`config.mk`:
```
export PLATFORM = sky130hd
export DESIGN_NAME = program_loader_flat
export DESIGN_NICKNAME = d
export VERILOG_FILES = /design/src/rtl/program_loader_pkg.sv /design/src/rtl/program_loader_if.sv /design/src/rtl/program_loader_instr_assembler.sv /design/src/rtl/program_loader.sv /design/src/flat_wrapper.sv
export SDC_FILE = /design/constraint.sdc
export NUM_CORES = 1
export LEC_CHECK = 0
export BUFFER_PORTS_ARGS = -buffer_cell sky130_fd_sc_hd__buf_2
export CAP_MARGIN = 20
export CORE_MARGIN = 1
export CORE_UTILIZATION = 51
export DETAILED_ROUTE_END_ITERATION = 10
export HOLD_SLACK_MARGIN = 0.05
export PLACE_DENSITY = 0.75
export RECOVER_POWER = 50
export SKIP_LAST_GASP = 1
export SYNTH_ARGS = -nofsm -noshare
export SYNTH_HDL_FRONTEND = slang
export SYNTH_SLANG_ARGS = --single-unit
```
`constraint.sdc`:
```
create_clock -name clk -period 1.9 [get_ports clk]
set_input_delay 0.19 -clock clk [delete_from_list [all_inputs] [get_ports clk]]
set_output_delay 0.19 -clock clk [all_outputs]
set_load 0.01 [all_outputs]
```
`src/rtl/program_loader_pkg.sv`:
```
// Shared constants and loader state encoding for the program-memory loader.
// These values match the ones used by the microcontroller core and PMem.
package program_loader_pkg;
  localparam int PMEM_DEPTH = 10;
  localparam int ADDR_W     = 8;
  localparam int INSTR_W    = 12;

  typedef enum logic [2:0] {
    ST_IDLE = 3'd0,
    ST_LO   = 3'd1,
    ST_HI   = 3'd2,
    ST_WR   = 3'd3,
    ST_CHK  = 3'd4,
    ST_DONE = 3'd5,
    ST_ERR  = 3'd6
  } state_e;

  // A count is legal only if it is in the range 1..PMEM_DEPTH.
  function automatic logic cnt_ok(input logic [7:0] n);
    return (n != 8'd0) && (n <= 8'(PMEM_DEPTH));
  endfunction
endpackage

```
`src/rtl/program_loader_if.sv`:
```
// Byte-stream input, PMem load port and status flags of the loader.
interface program_loader_if;
  import program_loader_pkg::*;

  logic               in_valid;
  logic [7:0]         in_data;
  logic               in_ready;
  logic               load_we;
  logic [ADDR_W-1:0]  load_addr;
  logic [INSTR_W-1:0] load_instr;
  logic               load_done;
  logic               load_err;
  logic               busy;

  modport slave (
    input  in_valid, in_data,
    output in_ready, load_we, load_addr, load_instr, load_done, load_err, busy
  );

  modport master (
    output in_valid, in_data,
    input  in_ready, load_we, load_addr, load_instr, load_done, load_err, busy
  );
endinterface

```
`src/rtl/program_loader_instr_assembler.sv`:
```
// Captures the LO byte, checks the HI nibble and keeps the running XOR checksum.
module program_loader_instr_assembler
  import program_loader_pkg::*;
(
  input  logic               clk,
  input  logic               rst,
  input  logic               cnt_take_i,
  input  logic               lo_take_i,
  input  logic               hi_take_i,
  input  logic [7:0]         byte_i,
  output logic [INSTR_W-1:0] word_o,
  output logic               hi_bad_o,
  output logic [7:0]         chk_o
);
  logic [7:0] lo_q, lo_d;
  logic [7:0] chk_q, chk_d;

  assign hi_bad_o = (byte_i[7:4] != 4'd0);
  // The word is formed from the HI byte still on the bus, so it is valid during the HI accept.
  assign word_o   = {byte_i[3:0], lo_q};
  assign chk_o    = chk_q;

  always_comb begin
    lo_d  = lo_q;
    chk_d = chk_q;
    if (cnt_take_i) begin
      chk_d = byte_i;
    end else if (lo_take_i) begin
      lo_d  = byte_i;
      chk_d = chk_q ^ byte_i;
    end else if (hi_take_i && !hi_bad_o) begin
      chk_d = chk_q ^ byte_i;
    end
  end

  always_ff @(posedge clk) begin
    if (!rst) begin
      lo_q  <= '0;
      chk_q <= '0;
    end else begin
      lo_q  <= lo_d;
      chk_q <= chk_d;
    end
  end
endmodule

```
`src/rtl/program_loader.sv`:
```
// Framed byte-stream loader: count, LO/HI instruction bytes, XOR checksum.
// Writes one 12-bit word per load_we strobe and flags done or error.
module program_loader
  import program_loader_pkg::*;
(
  input  logic             clk,
  input  logic             rst,
  input  logic             restart,
  program_loader_if.slave  lif
);
  state_e             state_q, state_d;
  logic [7:0]         cnt_q, cnt_d;
  logic [ADDR_W-1:0]  wr_addr_q, wr_addr_d;
  logic [ADDR_W-1:0]  load_addr_q, load_addr_d;
  logic [INSTR_W-1:0] load_instr_q, load_instr_d;

  logic               take, cnt_take, lo_take, hi_take, hi_bad, last_word;
  logic [INSTR_W-1:0] word;
  logic [7:0]         chk;

  assign take      = lif.in_valid && lif.in_ready;
  assign cnt_take  = take && (state_q == ST_IDLE) && cnt_ok(lif.in_data);
  assign lo_take   = take && (state_q == ST_LO);
  assign hi_take   = take && (state_q == ST_HI);
  assign last_word = (wr_addr_q == ADDR_W'(cnt_q - 8'd1));

  program_loader_instr_assembler u_asm (
    .clk        (clk),
    .rst        (rst),
    .cnt_take_i (cnt_take),
    .lo_take_i  (lo_take),
    .hi_take_i  (hi_take),
    .byte_i     (lif.in_data),
    .word_o     (word),
    .hi_bad_o   (hi_bad),
    .chk_o      (chk)
  );

  always_ff @(posedge clk) begin
    if (!rst) begin
      state_q      <= ST_IDLE;
      cnt_q        <= '0;
      wr_addr_q    <= '0;
      load_addr_q  <= '0;
      load_instr_q <= '0;
    end else begin
      state_q      <= state_d;
      cnt_q        <= cnt_d;
      wr_addr_q    <= wr_addr_d;
      load_addr_q  <= load_addr_d;
      load_instr_q <= load_instr_d;
    end
  end

  always_comb begin
    state_d      = state_q;
    cnt_d        = cnt_q;
    wr_addr_d    = wr_addr_q;
    load_addr_d  = load_addr_q;
    load_instr_d = load_instr_q;
    case (state_q)
      ST_IDLE: if (take) begin
        if (cnt_take) begin
          cnt_d     = lif.in_data;
          wr_addr_d = '0;
          state_d   = ST_LO;
        end else begin
          state_d   = ST_ERR;
        end
      end
      ST_LO:   if (take) state_d = ST_HI;
      // Write port values are latched here so they stay put after the strobe.
      ST_HI:   if (take) begin
        if (hi_bad) begin
          state_d      = ST_ERR;
        end else begin
          load_addr_d  = wr_addr_q;
          load_instr_d = word;
          state_d      = ST_WR;
        end
      end
      ST_WR: begin
        wr_addr_d = wr_addr_q + 1'b1;
        state_d   = last_word ? ST_CHK : ST_LO;
      end
      ST_CHK:  if (take) state_d = (lif.in_data == chk) ? ST_DONE : ST_ERR;
      ST_DONE, ST_ERR: if (restart) state_d = ST_IDLE;
      default: state_d = ST_IDLE;
    endcase
  end

  always_comb begin
    lif.in_ready  = rst && ((state_q == ST_IDLE) || (state_q == ST_LO) ||
                            (state_q == ST_HI)   || (state_q == ST_CHK));
    lif.load_we   = (state_q == ST_WR);
    lif.busy      = (state_q == ST_LO) || (state_q == ST_HI) ||
                    (state_q == ST_WR) || (state_q == ST_CHK);
    lif.load_done = (state_q == ST_DONE);
    lif.load_err  = (state_q == ST_ERR);
    lif.load_addr  = load_addr_q;
    lif.load_instr = load_instr_q;
  end
endmodule

```
`src/flat_wrapper.sv`:
```
// flat-port wrapper written by rule: the top's interface ports become plain ports
module program_loader_flat import program_loader_pkg::*;
  (clk, rst, restart, lif_in_valid, lif_in_data, lif_in_ready, lif_load_we, lif_load_addr, lif_load_instr, lif_load_done, lif_load_err, lif_busy);
  program_loader_if lif_i ();
  input  logic clk;
  input  logic rst;
  input  logic restart;
  input wire logic [$bits(lif_i.in_valid)-1:0] lif_in_valid;
  input wire logic [$bits(lif_i.in_data)-1:0] lif_in_data;
  output wire logic [$bits(lif_i.in_ready)-1:0] lif_in_ready;
  output wire logic [$bits(lif_i.load_we)-1:0] lif_load_we;
  output wire logic [$bits(lif_i.load_addr)-1:0] lif_load_addr;
  output wire logic [$bits(lif_i.load_instr)-1:0] lif_load_instr;
  output wire logic [$bits(lif_i.load_done)-1:0] lif_load_done;
  output wire logic [$bits(lif_i.load_err)-1:0] lif_load_err;
  output wire logic [$bits(lif_i.busy)-1:0] lif_busy;
  assign lif_i.in_valid = lif_in_valid;
  assign lif_i.in_data = lif_in_data;
  assign lif_in_ready = lif_i.in_ready;
  assign lif_load_we = lif_i.load_we;
  assign lif_load_addr = lif_i.load_addr;
  assign lif_load_instr = lif_i.load_instr;
  assign lif_load_done = lif_i.load_done;
  assign lif_load_err = lif_i.load_err;
  assign lif_busy = lif_i.busy;
  program_loader u_core (.clk(clk), .rst(rst), .restart(restart), .lif(lif_i));
endmodule
```
# After elaboration in Yosys (flattened, before gate mapping)
# Cells that the tools add are included.
[totals] input_bits=12 reg_bits=55
[op_classes] n_eq_ne=14 muxes=16 n_reduce_logical=26 magnitude_cmp=1 add_sub_neg=2 bitwise=3
[op_table] op="$mux W8" n=5
[op_table] op="$mux W3" n=8
[op_table] op="$pmux W3 S6" n=1
[op_table] op="$eq A8 B8 Y1" n=2
[op_table] op="$pmux W8 S2" n=1
[op_table] op="$ne A2 B1 Y1 const B" n=5
[op_table] op="$eq A3 B3 Y1 const B" n=3
[op_table] op="$reduce_and A3 Y1" n=3
[op_table] op="$add A8 B1 Y8 const B" n=1
[op_table] op="$le A8 B4 Y1 const B" n=1
[op_table] op="$logic_and A1 B1 Y1" n=8
[op_table] op="$reduce_bool A8 Y1" n=1
[op_table] op="$sub A8 B1 Y8 const B" n=1
[op_table] op="$xor A8 B8 Y8" n=1
[op_table] op="$eq A3 B2 Y1 const B" n=2
[op_table] op="$logic_or A1 B1 Y1" n=6
[op_table] op="$reduce_and A5 Y1" n=1
[op_table] op="$reduce_bool A4 Y1" n=1
[op_table] op="$eq A3 B1 Y1 const B" n=1
[op_table] op="$logic_not A3 Y1" n=1
[op_table] op="$reduce_bool A3 Y1" n=1
[op_table] op="$mux W2" n=1
[op_table] op="$ne A2 B2 Y1 const B" n=1
[op_table] op="$not A1 Y1" n=2
[op_table] op="other kinds (4)" n=4

# Depth between registers and ports, before layout
[logic_depth] ltp_word=11 ltp_mapped=8 depth_no_buf=7

# Hierarchy
# Synthesis repeated with hierarchy kept, for this count alone.
[unflattened] hier_cells=368 hier_area_um2=2940.3
[modules_own_cells] mod="program_loader" instances=1 seq_area_each_um2=780.7 area_each_um2=2075.7 cells_each=257
[modules_own_cells] mod="program_loader_instr_assembler" instances=1 seq_area_each_um2=320.3 area_each_um2=864.6 cells_each=111

# Least setup slack after synthesis
# OpenSTA, ideal clock, no wires.
[synth_path] path_type="register -> register" start="register u_core.cnt_q[0]" end="register u_core.state_q[0]" synth_period_minus_slack_ns=1.982 slack_ns=-0.082 path_buffers=0 setup_time_ns=0.120 stages_incl_launch_ff=6 arrival_ns=1.862 cell_sequence="dfxtp_1 or4_1 o21ai_0 mux2_2 a211o_1 a211o_1"
[synth_via] elab_chain_cells=4
[synth_rtl] element="start: declaration" line="program_loader.sv:12" text="logic [7:0] cnt_q, cnt_d;"
[synth_rtl] element="start signal: assignment" line="program_loader.sv:48" text="cnt_q <= cnt_d;"
[synth_rtl] element="$sub A8 B1 Y8" line="program_loader.sv:25" text="assign last_word = (wr_addr_q == ADDR_W'(cnt_q - 8'd1));"
[synth_rtl] element="$eq A8 B8 Y1" line="program_loader.sv:25"
[synth_rtl] element="$mux W3" line="program_loader.sv:84" text="state_d = last_word ? ST_CHK : ST_LO;"
[synth_rtl] element="$pmux W3 S6" line="program_loader.sv:61" text="case (state_q)"
[synth_rtl] element="end signal: assignment" line="program_loader.sv:47" text="state_q <= state_d;"
[synth_rtl] element="end: declaration" line="program_loader.sv:11" text="state_e state_q, state_d;"
# Every way passes these cells.
# A chain may end at the register's enable or synchronous reset.

# Final worst setup path
[layout_path] start="register u_core.cnt_q[2]" end="register u_core.state_q[0]"
# Same word-level chain as after synthesis.

==> metrics.txt <==
detailed-routed wire length on met3 211 um; final RePlAce weighted congestion 0.8345; first-pass GRT wire length 9.853 mm; Max Freq 0.5009 GHz; data required time of the worst path 2.10 ns; H-tree depth 2; measured slew at the worst slew-check pin 0.4764 ns; reg-to-reg slack, setup -0.1 ns; Slowest cell on crit path sky130_fd_sc_hd__or4_4; portion of the clock cycle consumed by the worst path in the final layout 105.1%; sequential share of the synthesized area 41.28%; Hold/Removal Path Class input port to flip-flop; starting density of the core 54.67%; worst clock skew on the final layout 0.007011 ns; HPWL after detailed placement 4.037 mm; start-to-end type of the worst setup path flip-flop to flip-flop; Post-Synth XOR/XNOR Area 7.739%; post-route core utilization 64.31%; Seq cells post-synth 55; row cnt 25; Startpoint Class flip-flop; synthesis-to-layout area growth 17.64%; hold slack final 0.1674 ns; setup TNS -0.09627 ns; async set or reset register ratio after synthesis 0%; total instance count after detailed placement 437; Power Density 708.8 nW/um^2; Post-Synth Simple-Gate Area 22.47%; Vert. Die Dim 74.32 um; 1st-pass router iterations 4; floorplan die area 5523 sq um; number of flops mapped to enable cells by yosys 0; maximum number of buffers from clock root to sink 2; fraction of synthesized area in multiplexers 1.595%; Overflow after GRT 0; Ports 37; Primary FF master, synth sky130_fd_sc_hd__dfxtp_1; most common cell after layout, fill and taps aside sky130_fd_sc_hd__nand2_1; fraction of layout instances using a drive strength above 1 16.36%; number of inserted diodes 0; violations in the final reports setup timing; number of standard cells in the final layout excluding fillers 446; dominant combinational cell family by area after synthesis simple AND/OR/NAND/NOR gates; RSZ-0062 raised after global routing yes; register clock-pin slew on the reported worst setup and hold paths 0.10 ns; syn avg cell area 8.011 sq um; Clock Sinks 55; pin count of the biggest net entering global routing 32; compound-gate portion of the synthesized area 21.11%; length of routed met2 wiring 2.728 mm; total leakage power 0.001148 uW; pins over their slew limit 0; total power consumption of the routed design 2224 uW; IR drop worst, VDD 0.0005187 V; cts bufs inserted 5; all-layer global routing usage 22.71%; Syn Inst Count 333; Synth Warn # 0; DRC violations left 0; min cycle time layout 1.996 ns; nature of the critical path endpoint flip-flop; Crit path arrival time 2.20 ns; Post-Route M1 WL 2.872 mm; per-cell routed wire length 13.11 um; vias after detailed routing 2422; Worst path most repeated cell sky130_fd_sc_hd__a211o_1; count of antenna-violating nets left after detailed routing 0; worst-case setup margin in the final layout -0.09627 ns; final hold vios 0; initial antenna violation count 0; via density per instance 5.430; clock latency on the worst-skew pair 0.31 ns; mapped cell area 2668 sq um; Top Layer Used met4; area inside the core boundary 4880 sq um; nets 392; adder-cell share of the synthesized area 0.9381%; number of DRC markers in iteration 0 171; number of max-cap violations 0; final setup fails 1; floorplan die width 74.32 um; Post-CTS Hold Buffers 0; critical-path maximum fanout 2; I/O Buffers 36; post-synth cell types 47; root buf cell sky130_fd_sc_hd__clkbuf_8; worst slew margin relative to its limit 68.24%; CP peak stage delay 0.54 ns; Syn Nets 347; outcome finished with violations; total wire length after detailed routing 5.847 mm; number of global-route vias before repair 2203; commonest cells after routing, fill and taps aside 68 x sky130_fd_sc_hd__nand2_1, 53 x sky130_fd_sc_hd__a21oi_1, 53 x sky130_fd_sc_hd__dfxtp_1; ordered list of cells on the worst path or4_4 -> o21ai_2 -> mux2_4 -> a211o_1 -> a211o_1; CTS tree built
cell families (layout without fill, tap and decap cells):
group,count (synthesis),count (layout)
and+or+nand+nor,126,126
DFF,55,55
muxes,4,4
AOI/OAI and AO/OA,94,94
adders and majority gates,2,2
buffers and inverters,30,76
xor gates and xnor gates,22,22
synthesized netlist by cell type, types with 2 or more instances:
master                     instances  share of area [%]
sky130_fd_sc_hd__o211ai_1          5                1.4
sky130_fd_sc_hd__a21o_1            2               0.56
sky130_fd_sc_hd__nand2_1          68                9.6
sky130_fd_sc_hd__and2_1            6                1.4
sky130_fd_sc_hd__a21oi_2           2               0.66
sky130_fd_sc_hd__a21oi_1          53                9.9
sky130_fd_sc_hd__clkbuf_1         20                2.8
sky130_fd_sc_hd__a22oi_1           4                1.1
sky130_fd_sc_hd__xor2_1           12                3.9
sky130_fd_sc_hd__nor2_1           21                3.0
sky130_fd_sc_hd__a32oi_1           2               0.66
sky130_fd_sc_hd__o31ai_1           2               0.56
sky130_fd_sc_hd__a211o_1           2               0.66
sky130_fd_sc_hd__a32o_1            3                1.1
sky130_fd_sc_hd__dfxtp_1          55                 41
sky130_fd_sc_hd__a211oi_1          4                1.1
sky130_fd_sc_hd__mux2i_1           2               0.75
sky130_fd_sc_hd__xnor2_1           9                3.0
sky130_fd_sc_hd__ha_1              2               0.94
sky130_fd_sc_hd__o21ai_0          11                2.1
sky130_fd_sc_hd__inv_1             5               0.70
sky130_fd_sc_hd__buf_2             2               0.38
sky130_fd_sc_hd__mux2_2            2               0.84
sky130_fd_sc_hd__nor3_1            2               0.38
sky130_fd_sc_hd__buf_6             2               0.84
sky130_fd_sc_hd__nand2b_1          2               0.47
sky130_fd_sc_hd__nand3_1           3               0.56
sky130_fd_sc_hd__and3_1            3               0.70
sky130_fd_sc_hd__or4_1             3               0.84
sky130_fd_sc_hd__nand4_1           5                1.2
sky130_fd_sc_hd__nor4_1            3               0.70
state kept, by name, indices dropped and copies added (netlist names):
signal	flops
u_core.lif.load_instr	12
u_core.cnt_q	8
u_core.lif.load_addr	8
u_core.u_asm.chk_o	8
u_core.u_asm.lo_q	8
u_core.wr_addr_q	8
u_core.state_q	3
what timing repair did:
item | in CTS | in global routing
buffers inserted | 1 | 0
resized for setup | 3 | 2
pin swaps | 3 | 3
endpoints found under the setup margin | 2 | 2
layout make-up:
type,instances,area [sq um]
Clock inverter,2,35.03
Multi-Input combinational cell,248,1454
Inverter,6,22.52
Sequential cell,55,1104
Fill cell,444,1742
Tap cell,67,83.83
Clock buffer,6,82.58
Timing Repair Buffer,62,356.6
worst max-delay path: cells and delay by family, from the launching register on:
kind | cells | cell delay, ns
AOI/OAI and AO/OA | 3 | 0.70
DFF | 1 | 0.33
and+or+nand+nor | 1 | 0.54
muxes | 1 | 0.31
final timing paths:
check,start,to,depth (start not counted)
min,lif_in_data[2],u_core.u_asm.lo_q[2]$_SDFFE_PN0P_,3
min reg2reg,u_core.lif.load_addr[3]$_SDFFE_PN0P_,u_core.lif.load_addr[3]$_SDFFE_PN0P_,2
max reg2reg,u_core.cnt_q[2]$_SDFFE_PN0P_,u_core.state_q[0]$_SDFFE_PN0P_,5
max,u_core.cnt_q[2]$_SDFFE_PN0P_,u_core.state_q[0]$_SDFFE_PN0P_,5
routing by layer:
layer	up-vias	track usage (%)
li1	1244	-
met1	1119	30.69
met4	0	5.870
met5	-	0
met3	4	4.065
met2	55	37.58
metrics by stage:
stage | setup slack (ns) | area, sq um
after floorplan | -0.04319 | 2669
after global placement | -0.06066 | 3025
after detailed placement | -0.1051 | 3025
after CTS | -0.08123 | 3162
after global routing | -0.1388 | 3138
final | -0.09627 | 3138
where the power goes:
group	total (uW)	leakage (uW)	internal, uW	switching (uW)
clock network	797	0.0000612	427	370
registers	1180	0.000444	1160	15.5
logic	247	0.000643	109	138
total	2220	0.00115	1700	524
Note: power is estimated with default switching activity, not from simulation.
